==> src/rtl/wb_regfile_pkg.sv <==
`default_nettype none
// ============================================================================
//  Module   : wb_regfile_pkg
//  Purpose  : Shared constants for the write-back register file: default
//             data/address widths, register count and the hard-wired zero
//             register index.
//  Revision : 1.0 - initial release
// ============================================================================
package wb_regfile_pkg;

    localparam int DEF_B     = 32;
    localparam int DEF_W     = 5;
    localparam int REG_COUNT = 2 ** DEF_W;
    localparam int ZERO_REG  = 0;

endpackage : wb_regfile_pkg
`default_nettype wire

==> src/rtl/wb_regfile_reg_bank.sv <==
`default_nettype none
// ============================================================================
//  Module   : reg_bank
//  Purpose  : Raw 2**W x B storage array with one synchronous write port,
//             a synchronous clear, and three asynchronous read ports. It has
//             no knowledge of the zero register or of bypassing; the parent
//             handles both.
//  Ports    : clk, reset          - clock / synchronous active-high clear
//             we, waddr, wdata    - write port (ignored while reset is high)
//             raddr1..3, rdata1..3 - asynchronous read ports
//  Revision : 1.0 - initial release
// ============================================================================
module reg_bank
    import wb_regfile_pkg::*;
#(
    parameter int B = DEF_B,
    parameter int W = DEF_W
) (
    input  logic         clk,
    input  logic         reset,
    input  logic         we,
    input  logic [W-1:0] waddr,
    input  logic [B-1:0] wdata,
    input  logic [W-1:0] raddr1,
    input  logic [W-1:0] raddr2,
    input  logic [W-1:0] raddr3,
    output logic [B-1:0] rdata1,
    output logic [B-1:0] rdata2,
    output logic [B-1:0] rdata3
);

    localparam int C_DEPTH = 2 ** W;

    logic [B-1:0] r_mem [C_DEPTH];

    // Clear takes priority so a write landing on a reset edge is dropped.
    always_ff @(posedge clk) begin
        if (reset) begin
            for (int i = 0; i < C_DEPTH; i++) begin
                r_mem[i] <= '0;
            end
        end else if (we) begin
            r_mem[waddr] <= wdata;
        end
    end

    assign rdata1 = r_mem[raddr1];
    assign rdata2 = r_mem[raddr2];
    assign rdata3 = r_mem[raddr3];

endmodule : reg_bank
`default_nettype wire

==> src/rtl/wb_regfile.sv <==
`default_nettype none
// ============================================================================
//  Module   : wb_regfile
//  Purpose  : Write-back stage plus register file. Selects the write-back
//             value (load data or ALU result), commits it to the register
//             bank, and serves two ID-stage read ports with write-first
//             bypass and a debug read port that shows committed state only.
//  Ports    : clk, reset                      - clock / sync active-high reset
//             read_data_in, alu_result_in     - MEM/WB candidate values
//             mux_RegDst_in                   - destination register index
//             wb_RegWrite_in, wb_MemtoReg_in  - write enable / value select
//             read_reg1/2, read_data1/2       - ID-stage operand ports
//             wb_data_out                     - selected write-back value
//             wb_write_active_out             - a real write happens now
//             dbg_addr, dbg_data              - debug read port (no bypass)
//  Revision : 1.0 - initial release
// ============================================================================
module wb_regfile
    import wb_regfile_pkg::*;
#(
    parameter int B = DEF_B,
    parameter int W = DEF_W
) (
    input  logic         clk,
    input  logic         reset,
    input  logic [B-1:0] read_data_in,
    input  logic [B-1:0] alu_result_in,
    input  logic [W-1:0] mux_RegDst_in,
    input  logic         wb_RegWrite_in,
    input  logic         wb_MemtoReg_in,
    input  logic [W-1:0] read_reg1,
    input  logic [W-1:0] read_reg2,
    output logic [B-1:0] read_data1,
    output logic [B-1:0] read_data2,
    output logic [B-1:0] wb_data_out,
    output logic         wb_write_active_out,
    input  logic [W-1:0] dbg_addr,
    output logic [B-1:0] dbg_data
);

    localparam logic [W-1:0] C_ZERO_ADDR = W'(ZERO_REG);

    logic [B-1:0] w_wb_data;
    logic         w_write_active;
    logic [B-1:0] w_bank_rd1;
    logic [B-1:0] w_bank_rd2;
    logic [B-1:0] w_bank_dbg;

    // Write-back select is never gated by reset; downstream forwarding
    // logic qualifies it with wb_write_active_out itself.
    assign w_wb_data = wb_MemtoReg_in ? read_data_in : alu_result_in;

    // Writes to the zero register, or while reset is held, never happen.
    assign w_write_active = wb_RegWrite_in && (mux_RegDst_in != C_ZERO_ADDR) && !reset;

    assign wb_data_out         = w_wb_data;
    assign wb_write_active_out = w_write_active;

    reg_bank #(
        .B (B),
        .W (W)
    ) u_reg_bank (
        .clk    (clk),
        .reset  (reset),
        .we     (w_write_active),
        .waddr  (mux_RegDst_in),
        .wdata  (w_wb_data),
        .raddr1 (read_reg1),
        .raddr2 (read_reg2),
        .raddr3 (dbg_addr),
        .rdata1 (w_bank_rd1),
        .rdata2 (w_bank_rd2),
        .rdata3 (w_bank_dbg)
    );

    // Operand read: reset forces zero, the zero register is always zero,
    // and an in-flight write to the same index is bypassed (write-first).
    // Both ports use the same rule, so equal addresses give equal data.
    always_comb begin
        read_data1 = w_bank_rd1;
        if (reset || (read_reg1 == C_ZERO_ADDR)) begin
            read_data1 = '0;
        end else if (w_write_active && (read_reg1 == mux_RegDst_in)) begin
            read_data1 = w_wb_data;
        end
    end

    always_comb begin
        read_data2 = w_bank_rd2;
        if (reset || (read_reg2 == C_ZERO_ADDR)) begin
            read_data2 = '0;
        end else if (w_write_active && (read_reg2 == mux_RegDst_in)) begin
            read_data2 = w_wb_data;
        end
    end

    // Debug port shows committed contents only; no bypass.
    always_comb begin
        dbg_data = w_bank_dbg;
        if (reset || (dbg_addr == C_ZERO_ADDR)) begin
            dbg_data = '0;
        end
    end

endmodule : wb_regfile
`default_nettype wire

==> config.mk <==
export PLATFORM = sky130hd
export DESIGN_NAME = wb_regfile
export DESIGN_NICKNAME = d
export VERILOG_FILES = /design/src/rtl/wb_regfile_pkg.sv /design/src/rtl/wb_regfile_reg_bank.sv /design/src/rtl/wb_regfile.sv
export SDC_FILE = /design/constraint.sdc
export NUM_CORES = 2
export LEC_CHECK = 0
export CORE_ASPECT_RATIO = 1.4
export CORE_UTILIZATION = 50
export DETAILED_ROUTE_END_ITERATION = 12
export DONT_BUFFER_PORTS = 1
export PLACE_DENSITY = 0.61
export SLEW_MARGIN = 15
export SYNTH_ARGS = -nofsm -noshare
export SYNTH_HDL_FRONTEND = slang
export SYNTH_SLANG_ARGS = --single-unit
==> constraint.sdc <==
create_clock -name clk -period 3.2 [get_ports clk]
set_clock_uncertainty 0.05 [all_clocks]
set_input_delay 0.48 -clock clk [delete_from_list [all_inputs] [get_ports clk]]
set_output_delay 0.48 -clock clk [all_outputs]
set_load 0.1 [all_outputs]
* Yosys cells after proc, flatten, opt, wreduce, memory -nomap -nowiden *
Memory sizes are Yosys's and may differ from the RTL's.
Cells that the tools add are included.

operators by class
  add/subtract/negate cells = 0
  shift operators = 0
  reduce and logical (&&, ||, !) cells = 13
  bitwise logic cells = 0
  $mul = 0
  equal/unequal tests = 2
  divide/modulo/power cells = 0
  multiplexer cells = 14
  order comparisons = 0

operators with widths
  kind               number
  $mux 32            7
  $reduce_or 32->1   1
  $logic_not 5->1    3
  $eq 5x5->1         2
  $mux 1             6
  $mux 5             1
  $reduce_bool 5->1  1
  $logic_and 1x1->1  4
  $logic_or 1x1->1   3
  $logic_not 1->1    1

storage, ports and cells
  memory bits (read-only) = 0
  bits in latches = 0
  memory bits (writable) = 1024
  bits in registers = 0
  word-level logic and storage cells = 30
  memories = 1
  input bits = 88

memory list
  name              words  width  read ports  clocked after Yosys merged registers in  write ports  line                       source
  u_reg_bank.r_mem  32     32     3           0                                        32           wb_regfile_reg_bank.sv:34  logic [B-1:0] r_mem [C_DEPTH];

* Longest topological paths before layout *
  word-level depth = 8
  gate-level depth with buffers = 9
  mapped depth without buffers = 6

* Modules after synthesis *
From an unflattened synthesis, not the netlist that was laid out.

unflattened totals
  cell total of the unflattened synthesis = 6089
  area total of the unflattened synthesis = 67696.2 um2

modules (own cells, without submodules)
  module      times used  area each (um2)  cells each
  reg_bank    1           65381.5          5798
  wb_regfile  1           2314.7           291

* Worst setup path after synthesis *
No wires, ideal clock.

  path type = in2out
  from = input port mux_RegDst_in[2]
  to = output port read_data1[30]
  path slack = -981 ps
  arrival time = 3651 ps
  stages = 8
  path through = buf_2 -> nor3_2 -> nand2_1 -> nand2_1 -> inv_2 -> clkbuf_1 -> nand2_1 -> a21oi_1

between the ends
  word-level cells in the longest chain between the ends = 6
  elaborated cells on any way between the ends = 7

ends and longest elaborated chain
  item                            line              source
  from (decl)                     wb_regfile.sv:28  input logic [W-1:0] mux_RegDst_in,
  $reduce_bool 5->1               wb_regfile.sv:54  assign w_write_active = wb_RegWrite_in && (mux_RegDst_in != C_ZERO_ADDR) && !reset;
  $logic_and 1x1->1 (2 in a row)  wb_regfile.sv:54
  via wb_write_active_out         wb_regfile.sv:36  output logic wb_write_active_out,
  $logic_and 1x1->1               wb_regfile.sv:83  end else if (w_write_active && (read_reg1 == mux_RegDst_in)) begin
  $mux 32                         wb_regfile.sv:83
  $mux 32                         wb_regfile.sv:81  if (reset || (read_reg1 == C_ZERO_ADDR)) begin
  to (decl)                       wb_regfile.sv:33  output logic [B-1:0] read_data1,

The timed path passes the listed nets, and every way through them passes these cells.

* Worst setup path in the final report *
  from = input port dbg_addr[0]
  to = output port dbg_data[2]

between the ends
  word-level cells in the longest chain between the ends = 3
  elaborated cells on any way between the ends = 4

ends and longest elaborated chain
  item                                                   line               source
  from (decl)                                            wb_regfile.sv:37   input logic [W-1:0] dbg_addr,
  branches (longest 2 deep; another with $mem_v2 32x32)  n/a
  $mux 32 *                                              wb_regfile.sv:100  if (reset || (dbg_addr == C_ZERO_ADDR)) begin
  to (decl)                                              wb_regfile.sv:38   output logic [B-1:0] dbg_data

Every way passes the cells marked *.

==> results.ini <==
[outcome]
status=finished with violations
violations=negative setup slack

[clock_tree]
tritoncts=built
clkSlewWorstSetupHoldPaths_ns=0.06
clock_sinks=1024
htree_levels=3
cts_buffers=103
clk_path_buf_depth=3
root_buffer=clkbuf_16

[synth]
synth_xor_xnor_area_share_pct=0.142
yosys-top-cells-count=nor2_1 (1120), edfxtp_1 (1024), mux4_2 (572)
synthMuxAreaShare_pct=28.0
syn_avg_cell_area_sq_um=12.9
synth-async-reset-ratio_pct=0
synthMostInstantiatedCell=nor2_1
synth_area_leaders=edfxtp_1 (50%), mux4_2 (21%), nor2_1 (6.8%)
netlist.area_leader.share_pct=49.9
synth_compound_area_share_pct=8.10
ys.warnings.count=0
synth_fa_ha_area_share_pct=0
synthSimpleGateAreaFrac_pct=9.84
synth_edf_count=1024
yosysTopAreaCell=edfxtp_1
syn_inst=4783
netlist_area_sq_mm=0.0616
synth_cell_types=52
synth_top_family_by_area=multiplexers
synthFlopType=edfxtp_1
ys_seq_area_share_pct=49.9
ys_seq_elements=1024

[die]
die_y_um=417
die-area_sq_mm=0.125
pin_count=217
die_w_um=299
core-area_sq_mm=0.122
placementRows=152
start_util_pct=50.3

[critical_path]
end_kind=output port
crit_arrival_ns=3.14
path_depth=7
path_cells=mux4_2 -> nor3_4 -> a2111oi_2 -> buf_4 -> a41o_1 -> buf_12 -> buf_12
crit_type=primary input to output port
critical_path.most_common_cell=buf_12
critPathTopFamily=multiplexers
worst_path_largest_cell_delay_ns=1.03
cp.required_ns=2.67
crit_slowest_cell=mux4_2
cp_max_fo=385
worstSetupStartpointType=primary input
cp_num_buf_inv=3
crit_start=dbg_addr[0]

[cells_and_area]
largest_reg_flops=1024
syn_to_final_growth_pct=16.2
seq_area_sq_mm=0.0307
top_regs=u_reg_bank.r_mem: 1024 flops
fillCellCount=9822
nets=4904
drive_gt1_share_pct=30.5
largest-register=u_reg_bank.r_mem
multi_input_area_sq_mm=0.0302

[hold_path]
hp-start=alu_result_in[1]
worstHoldPathCells=2
hp-class=primary input to flip-flop

[job]
maxCapViolations=0

[sta]
fin_crit_sh_pct=115
hold_viol=0
report.final.slew_viol_count=0
setup_ws_ns=-0.466
whs_ns=0.0159
setup_viol=83
max_freq_mhz=273
final.setup.tns_ns=-13.20
period_minus_slack_ns=3.67
worstMarginPinSlew_ns=1.46
slew_headroom_pct=2.67
rsz0062_at_grt=yes

[detailed_routing]
drt_pass1_iterations=8
drcViolationCount=0
dr_total_vias=49595
drt-vias-per-instance=7.61
drt-initial-drc-count=8557
wl_per_cell_um=40.5
wl_um=264000
final_antenna_net_count=0

[power]
powerDensity_mw_per_mm2=503
leakage_nw=25.3
max-vdd-ir-drop_mv=0.459

[placed_design]
io_buffer_count=0
post-place-ws_ns=-0.187
gp_congestion=0.931
hpwl_um=155000

[global_route]
grt_util_all_layers_pct=41.7
grt_pass1_vias=48047
grt_first_pass_wirelength_um=362000
antenna_found_initial=9
grt_start_max_net_pins=386
grt_overflow=0

[routing by layer]
metal | routed length (um) | share of wire [%] | track usage, % | vias up
met2 | 120000 | 45 | 64.4 | 4572
li1 | - | - | - | 18836
met1 | 81900 | 31 | 49.0 | 24915
met4 | 26200 | 9.9 | 34.5 | 14
met5 | 234 | 0.089 | 0.156 | -
met3 | 36200 | 14 | 11.3 | 1258
[layout make-up]
type | count | area share [%]
diodes | 3 | 0.0105
clock buffers | 121 | 3.75
clock inverters | 68 | 0.887
inverters | 36 | 0.194
multi-input cells | 3222 | 42.1
flip-flops and latches | 1024 | 42.9
well taps | 1617 | 2.82
repair buffers | 429 | 7.27
[repair_timing]
action	4_1_cts	5_1_grt
setup buffers	10	18
cloned	0	4
endpoints found under the hold margin	32	0
setup endpoints to repair	46	67
gates resized for setup	98	111
pin swaps	32	54
hold buffers	1	0
[cells by family after synthesis]
logic type	after synthesis
simple gates	1467
flops	1024
mux	1004
compound gates	707
buf+inv	570
xor+xnor	10
other cells	1
[report_power, final]
part           leakage (nW)  internal, mW  switching, mW
Clock                  1.63          6.82           5.56
Combinational          13.9          3.09           4.53
Sequential             9.75          15.5          0.541
[cell usage in the layout (no fill, tap or decap), types with 32 or more instances in the layout]
cell type,netlist,final
nand2_2,0,66
nor2b_1,39,35
buf_12,0,150
nor4_1,64,58
mux4_2,572,572
clkbuf_16,0,107
nor3_1,67,65
nor2_1,1120,1112
mux2i_1,392,360
buf_4,22,266
a21oi_1,113,97
o32ai_1,32,32
o22ai_1,148,140
a22oi_1,97,36
edfxtp_1,1024,1024
mux2i_4,0,32
a22oi_2,0,61
conb_1,1,32
a221oi_1,64,61
o21ai_0,49,45
[through the flow]
stage                     power [mW]  instance area, sq um  cells  utilization (%)
after detailed placement        23.4                 67100   6298             54.8
after global routing            36.6                 71600   6517             58.5
after global placement          23.3                 67100   6296             54.8
after CTS                       35.6                 71000   6497             57.9
after floorplan                 21.0                 61800   4814                -
final                           36.1                 71600   6520             58.5
[worst paths after layout]
| kind | to |
|---|---|
| setup / recovery | dbg_data[2] |
| hold / removal | u_reg_bank.r_mem[15][1] |
Power figures use the tool's default switching activity.
